## src/rtl/ifetch_pkg.sv

```systemverilog
// ifetch_pkg: shared widths and FSM state type for the instruction-fetch responder
package ifetch_pkg;
  localparam logic [1:0] ST_IDLE = 2'd0;
  localparam logic [1:0] ST_REQ  = 2'd1;
  localparam logic [1:0] ST_DATA = 2'd2;
  localparam logic [1:0] ST_RESP = 2'd3;
  localparam int IFETCH_LINE_W = 512;
  localparam int IFETCH_BEATS  = 8;
  localparam int IFETCH_IDX_W  = 19;
  typedef enum logic [1:0] {
    S_IDLE = ST_IDLE,
    S_REQ  = ST_REQ,
    S_DATA = ST_DATA,
    S_RESP = ST_RESP
  } state_e;
endpackage

```

## src/rtl/ifetch_line_assembler.sv

```systemverilog
// ifetch_line_assembler: counts DDR beats and writes each one into its slot of the line register
module ifetch_line_assembler #(
  parameter int BEATS = 8,
  parameter int DW    = 64
) (
  input  logic                  clock,
  input  logic                  reset_n,
  input  logic                  clr_i,
  input  logic                  we_i,
  input  logic [DW-1:0]         data_i,
  output logic [BEATS*DW-1:0]   line_o,
  output logic                  last_beat_o
);
  localparam int KW = $clog2(BEATS);
  logic [KW-1:0]       k_q, k_d;
  logic [BEATS*DW-1:0] line_q;
  assign k_d         = clr_i ? '0 : (we_i ? k_q + 1'b1 : k_q);
  assign last_beat_o = k_q == KW'(BEATS - 1);
  assign line_o      = line_q;
  // beat counter plus beat-indexed write; the line is never cleared so it stays readable after delivery
  always_ff @(posedge clock or negedge reset_n)
    if (!reset_n) begin
      k_q    <= '0;
      line_q <= '0;
    end else begin
      k_q <= k_d;
      if (we_i) line_q[k_q*DW +: DW] <= data_i;
    end
endmodule

```

## src/rtl/ifetch_ddr_responder.sv

```systemverilog
// ifetch_ddr_responder: accepts a fetch index, bursts a line from DDR and hands it to the ibuffer; IFETCH_TIMEOUT_EN adds an idle-beat watchdog
module ifetch_ddr_responder
  import ifetch_pkg::*;
#(
  parameter int BEATS          = IFETCH_BEATS,
  parameter int DDR_DW         = IFETCH_LINE_W / IFETCH_BEATS,
  parameter int TIMEOUT_CYCLES = 1024
) (
  input  logic                      clock,
  input  logic                      reset_n,
  input  logic                      pc_index_valid,
  input  logic [IFETCH_IDX_W-1:0]   pc_index,
  output logic                      pc_index_ready,
  input  logic                      cancel_pc_fetch,
  output logic                      pc_operation_done,
  output logic                      ddr_req_valid,
  input  logic                      ddr_req_ready,
  output logic [IFETCH_IDX_W-1:0]   ddr_addr,
  output logic [3:0]                ddr_burst_len,
  input  logic                      ddr_rvalid,
  input  logic [DDR_DW-1:0]         ddr_rdata,
  output logic                      line_valid,
  output logic [BEATS*DDR_DW-1:0]   line_data,
  output logic                      fetch_error
);
  state_e                  state_q, state_d;
  logic [IFETCH_IDX_W-1:0] idx_q;
  logic                    cancel_q, accept, beat, last_beat, timeout, err;
  assign accept = state_q == S_IDLE && pc_index_valid;
  assign beat   = state_q == S_DATA && ddr_rvalid;
  ifetch_line_assembler #(.BEATS(BEATS), .DW(DDR_DW)) u_asm (
    .clock       (clock),
    .reset_n     (reset_n),
    .clr_i       (accept),
    .we_i        (beat),
    .data_i      (ddr_rdata),
    .line_o      (line_data),
    .last_beat_o (last_beat)
  );
`ifdef IFETCH_TIMEOUT_EN
  localparam int TW = $clog2(TIMEOUT_CYCLES) > 10 ? $clog2(TIMEOUT_CYCLES) : 10;
  logic [TW-1:0] cnt_q;
  logic          err_q, stall;
  assign stall   = (state_q == S_REQ && !ddr_req_ready) || (state_q == S_DATA && !ddr_rvalid);
  assign timeout = stall && cnt_q == TW'(TIMEOUT_CYCLES - 1);
  assign err     = err_q;
  // consecutive stalled cycles; a request handshake or any beat restarts the count
  always_ff @(posedge clock or negedge reset_n)
    if (!reset_n) begin
      cnt_q <= '0;
      err_q <= 1'b0;
    end else begin
      cnt_q <= stall ? cnt_q + 1'b1 : '0;
      err_q <= accept ? 1'b0 : (timeout ? 1'b1 : err_q);
    end
`else
  assign timeout = 1'b0;
  assign err     = 1'b0;
`endif
  // next state and state-decoded outputs; a cancel arriving in RESP still kills that cycle's line
  always_comb begin
    state_d           = state_q;
    pc_index_ready    = state_q == S_IDLE;
    ddr_req_valid     = state_q == S_REQ;
    pc_operation_done = state_q == S_RESP;
    line_valid        = state_q == S_RESP && !cancel_q && !cancel_pc_fetch && !err;
    fetch_error       = state_q == S_RESP && err;
    ddr_addr          = idx_q;
    ddr_burst_len     = 4'(BEATS - 1);
    case (state_q)
      S_IDLE:  state_d = pc_index_valid ? S_REQ : S_IDLE;
      S_REQ:   state_d = ddr_req_ready ? S_DATA : (timeout ? S_RESP : S_REQ);
      S_DATA:  state_d = (beat && last_beat) || timeout ? S_RESP : S_DATA;
      default: state_d = S_IDLE;
    endcase
  end
  // state, latched fetch index and sticky cancel for the in-flight fetch
  always_ff @(posedge clock or negedge reset_n)
    if (!reset_n) begin
      state_q  <= S_IDLE;
      idx_q    <= '0;
      cancel_q <= 1'b0;
    end else begin
      state_q  <= state_d;
      if (accept) idx_q <= pc_index;
      cancel_q <= accept ? 1'b0 : (cancel_q || (state_q != S_IDLE && cancel_pc_fetch));
    end
endmodule

```

## config.mk

```make
export PLATFORM = sky130hd
export DESIGN_NAME = ifetch_ddr_responder
export DESIGN_NICKNAME = d
export VERILOG_FILES = /design/src/rtl/ifetch_pkg.sv /design/src/rtl/ifetch_line_assembler.sv /design/src/rtl/ifetch_ddr_responder.sv
export SDC_FILE = /design/constraint.sdc
export NUM_CORES = 1
export LEC_CHECK = 0
export ABC_AREA = 1
export BUFFER_PORTS_ARGS = -buffer_cell sky130_fd_sc_hd__buf_2
export CORE_ASPECT_RATIO = 0.6
export CORE_MARGIN = 3
export CORE_UTILIZATION = 39
export CTS_CLUSTER_SIZE = 10
export DETAILED_ROUTE_END_ITERATION = 10
export GPL_ROUTABILITY_DRIVEN = 0
export RECOVER_POWER = 25
export SETUP_SLACK_MARGIN = 0.05
export SYNTH_ARGS = -nofsm -noshare
export SYNTH_HDL_FRONTEND = slang
export SYNTH_HIERARCHICAL = 1
export SYNTH_SLANG_ARGS = --single-unit
```

## constraint.sdc

```tcl
create_clock -name clock -period 3 [get_ports clock]
set_input_delay 0.3 -clock clock [delete_from_list [all_inputs] [get_ports clock]]
set_output_delay 0.3 -clock clock [all_outputs]
set_load 0.005 [all_outputs]
```

==> Word level (Yosys, flattened, before mapping) <==
Cells that the tools add are included.
{ "classes": {"add_sub_neg": 2, "n_mul": 0, "n_div": 0, "n_lt_le_gt_ge": 0, "eq_ne": 4, "shift": 2, "muxes": 8, "bitwise": 0, "n_reduce_logical": 12} }
{ "op_table": {"columns": ["operator", "n"], "rows": [
  ["$bwmux W512", 1],
  ["$shift A64 B34 Y512 const A", 1],
  ["$shiftx A64 B34 Y512", 1],
  ["$neg A9 Y34", 1],
  ["$logic_and A1 B1 Y1", 6],
  ["$mux W3", 2],
  ["$pmux W2 S3", 1],
  ["$eq A2 B2 Y1 const B", 2],
  ["$reduce_bool A2 Y1", 2],
  ["$add A3 B1 Y3 const B", 1],
  ["$eq A3 B3 Y1 const B", 1],
  ["$mux W1", 3],
  ["$eq A2 B1 Y1 const B", 1],
  ["$logic_not A1 Y1", 2],
  ["$logic_not A2 Y1", 1],
  ["$mux W2", 1],
  ["$logic_or A1 B1 Y1", 1]
]} }
{ "totals": {"register_bits": 537, "latch_bits": 0, "ramBits": 0, "rom_bits": 0, "in_bits": 89, "mem_count": 0} }

==> Logic depth before layout (Yosys ltp) <==
{ "logic_depth": {"ltp_word": 5, "depth_mapped": 12} }

==> Cells and area by module <==
Netlist, hierarchy kept.
{ "by_module_without_submodules": {"columns": ["mod", "n_inst", "cells_each", "area_per_inst_um2"], "rows": [
  ["ifetch_line_assembler", 1, 2755, 22751.8],
  ["ifetch_ddr_responder", 1, 113, 1008.5]
]} }

==> Worst setup path before layout <==
No wires, ideal clock.
{ "synth_timing": {"path_type": "flip-flop to flip-flop", "startpoint": "reg u_asm.k_q[0]", "endpoint": "reg u_asm.line_q[11] (netlist: u_asm/line_o[11])", "setup_time_ns": 0.117, "arrival_time_ns": 1.997, "required_time_ns": 2.883, "slack_ns": 0.886, "stages_incl_launch_ff": 12, "n_path_buf": 4, "path_cell_list": "dfrtp_1 > buf_6 > inv_4 > ha_1 > ha_1 > buf_4 > nor3_4 > nand2_2 > buf_2 > buf_2 > nand2_1 > nand2_1"} }
{ "synth_between": {"elab_chain_len": 3, "elab_cells_between_ends": 4, "classes_between": "add/sub (1); shift (2); mux (1)"} }
{ "synth_lines": {"columns": ["element", "line", "text"], "rows": [
  ["from (decl)", "ifetch_line_assembler.sv:15", "logic [KW-1:0] k_q, k_d;"],
  ["from (signal assigned)", "ifetch_line_assembler.sv:26", "k_q <= k_d;"],
  ["$neg A9 Y34 (*)", "ifetch_line_assembler.sv:27", "if (we_i) line_q[k_q*DW +: DW] <= data_i;"],
  ["$shiftx A64 B34 Y512 / $shift A64 B34 Y512 (equally long branches)", "ifetch_line_assembler.sv:27", null],
  ["$bwmux W512 (*)", "ifetch_line_assembler.sv:27", null],
  ["to (signal, indexed assignment)", "ifetch_line_assembler.sv:27", null],
  ["to (decl)", "ifetch_line_assembler.sv:16", "logic [BEATS*DW-1:0] line_q;"]
]} }
Mark *: on every way between the ends. The rest lies on a longest branch, timed or not.
A chain may end at the register's enable or synchronous reset.

==> Final worst setup path <==
{ "layout_timing": {"startpoint": "reg u_asm.k_q[0]", "endpoint": "reg u_asm.line_q[473] (netlist: u_asm/line_o[473])"} }
The elaborated chain is that of the path after synthesis.

==> impl_metrics.json <==
{
  "yosys.area_share.adder": 0.00263,
  "clockBufferDepth": 3,
  "tightest_slew_ns": 1.73,
  "fin_tns_setup_ns": 0,
  "synthMuxAreaShare": 0,
  "hold_violations": 0,
  "path_max_fanout": 114,
  "violations": "max-capacitance violations, max-slew violations",
  "layout.nets": 3567,
  "switching_power_mw": 9.95,
  "initial_core_util": 0.398,
  "internal_power_mw": 15.2,
  "drive_gt1_frac": 0.222,
  "rsz0062_at_grt": "no",
  "switching_share": 0.396,
  "synthXorXnorAreaFrac": 0,
  "first_global_vias": 20709,
  "htree_levels": 2,
  "netlist-cell-type-count": 27,
  "synth-compound-area-share": 0.107,
  "drv_slew": 52,
  "path_buf_inv": 3,
  "relSlewSlack": -0.157,
  "dr.pass1.iters": 6,
  "path_cells": "inv_4, ha_4, ha_2, inv_6, nand4_4, buf_12, nand2_1, o21ai_0",
  "syn_to_final_growth_pct": 25.5,
  "cts_tree": "yes",
  "drc": 0,
  "syn_area_mm2": 0.0238,
  "dp_hpwl_mm": 59.8,
  "cp_slowest_cell": "dfrtp_2",
  "share_seq_of_total_power": 0.391,
  "clockPowerShare": 0.253,
  "status": "finished, violations left",
  "setup_viol": 0,
  "critPathKind": "reg2reg",
  "fp.dieW_um": 325,
  "ys_seq_area_frac": 0.566,
  "clock_latency_ns": 0.62,
  "clk_pin_slew_ns": 0.06,
  "critPathTopFamily": "buffers and inverters",
  "hold_path.class": "in2reg",
  "yosys.area_share.simple": 0.243,
  "finClkSkew_ns": 0.0157,
  "io_buffers": 623,
  "ys_seq_elements": 537,
  "ff_latch_area_mm2": 0.0134,
  "multiInputGateArea_mm2": 0.00845,
  "cts-root-buf": "clkbuf_16",
  "finalPower_mw": 25.1,
  "grt_max_degree": 129,
  "synth_edf_count": 0,
  "grt_pass1_wl_mm": 134,
  "netlist_instances": 2868,
  "synth_top_family_by_area": "simple AND/OR/NAND/NOR gates",
  "fill_cells": 5874,
  "grt_use_total": 0.274,
  "die-area_mm2": 0.0640,
  "ys.flop_type": "dfrtp_1",
  "min_period_ns": 2.45,
  "die_h_um": 197,
  "drt-total-wl_mm": 89.6,
  "crit_path_max_incr_delay_ns": 0.42,
  "async_flop_share": 1.00,
  "combPwrFrac": 0.356,
  "vdd_drop_max_uv": 548,
  "cap_viol_max_count": 1,
  "cts_buffers": 60,
  "core-area_mm2": 0.0597,
  "worstSetupStartpointType": "flop",
  "vias": 21550,
  "syn_avg_cell_area_um2": 8.28,
  "final_area_mm2": 0.0298,
  "finalCoreUtilization": 0.499,
  "clock-sinks": 537,
  "required_ns": 3.46,
  "post_dp_cell_area_mm2": 0.0276,
  "drtIter0Drc": 1930,
  "hold_slack_ns": 0.0254,
  "p_leak_nw": 16.2,
  "io_pins": 629,
  "cp.arrival_ns": 2.91,
  "grt_overflow_total": 0,
  "std_cell_rows": 69,
  "powerDensity_mw_per_mm2": 844,
  "yosysWarnings": 6,
  "antenna_found_initial": 3,
  "vias_per_cell": 5.02,
  "wl_per_cell_um": 20.9,
  "period_share": 0.817,
  "max_freq_mhz": 408,
  "endpoint_kind": "flop",
  "ant_nets": 0
}
## power by group through the flow
stage	sequential (mW)	combinational, mW	clock, mW
after floorplan	9.92	4.54	0
after global placement	9.93	8.82	0
after detailed placement	9.92	8.86	0
after CTS	9.83	8.96	6.52
after global routing	10.0	9.81	6.80
final	9.83	8.94	6.37
## registers in the layout, summed over array words and instances (netlist names)
signal,cells
cancel_q,1
ddr_addr,19
state_q,2
u_asm/k_q,3
u_asm/line_o,512
## worst register-to-register path, stage by stage (launching register included)
cell and delay [ns]:
dfrtp_2 0.42, inv_4 0.12, ha_4 0.15, ha_2 0.33, inv_6 0.35, nand4_4 0.29
buf_12 0.27, nand2_1 0.26, o21ai_0 0.09
## cells in the final DEF (no fill, tap or decap), types with 4 or more instances in the layout
cell type,instances
nand2_1,1019
buf_2,622
dfrtp_1,536
o21ai_0,255
inv_1,234
nand3_1,220
nor2_1,159
o21bai_1,128
dlygate4sd3_1,71
o21ai_1,61
clkbuf_16,60
buf_4,29
buf_12,17
nand2_2,10
clkbuf_1,9
nor2_4,6
nand4_1,5
conb_1,5
inv_2,5
clkbuf_2,4
## cell usage after synthesis (5+ instances only)
master       n  area, um^2
buf_1       15        56.3
buf_2       94         470
buf_4       13        97.6
buf_6       10         113
clkbuf_1    78         293
dfrtp_1    537       13400
ha_1         5        62.6
inv_1      235         882
inv_2        5        18.8
nand2_1   1020        3830
nand2_2     10        62.6
nand3_1    222        1110
nand4_1      5        31.3
nor2_1     159         597
nor2_4       5        56.3
o21ai_0    255        1280
o21ai_1     61         305
o21bai_1   128         961
## final cells by class
type,instances,share of cell area
diodes,1,0.0000839
clock buffers,63,0.0507
clock inverters,4,0.00130
inverters,242,0.0307
multi-input cells,1882,0.283
flip-flops and latches,537,0.451
well taps,816,0.0342
repair buffers,750,0.149
## per-layer routing
layer / wire length [um] / track usage / vias up
li1: - / - / 10136
met1: 39100 / 0.379 / 10436
met2: 41600 / 0.441 / 841
met3: 6360 / 0.0514 / 133
met4: 2470 / 0.0822 / 4
met5: 20 / 0 / -
## metrics by stage
stage / instances / worst slack (ns)
after CTS: 4294 / 0.619
after global routing: 4294 / 0.236
after floorplan: 2871 / 0.886
after detailed placement: 4156 / 0.651
after global placement: 4156 / 0.683
final: 4295 / 0.550
## timing repair
item	in CTS	in global routing
gates resized for setup	0	0
hold buffers	71	0
endpoints found under the hold margin	122	0
setup buffers	0	0
## path summary, 6_finish.rpt
path	startpoint	to	slack, ns	cells past startpoint
min reg2reg	u_asm/line_o[58]	u_asm/line_o[58]	0.46	2
max in group asynchronous	reset_n	u_asm/line_o[318]	0.64	3
min	ddr_rdata[34]	u_asm/line_o[34]	0.03	3
max reg2reg	u_asm/k_q[0]	u_asm/line_o[473]	0.55	8
max	u_asm/k_q[0]	u_asm/line_o[473]	0.55	8
min in group asynchronous	reset_n	cancel_q	0.68	2
## cell families after synthesis
family / count (synthesis)
fa+ha+maj: 5
flops: 537
other cells: 2
compound gates: 444
buf+inv: 452
simple gates: 1428
(Power assumes the default switching activity.)
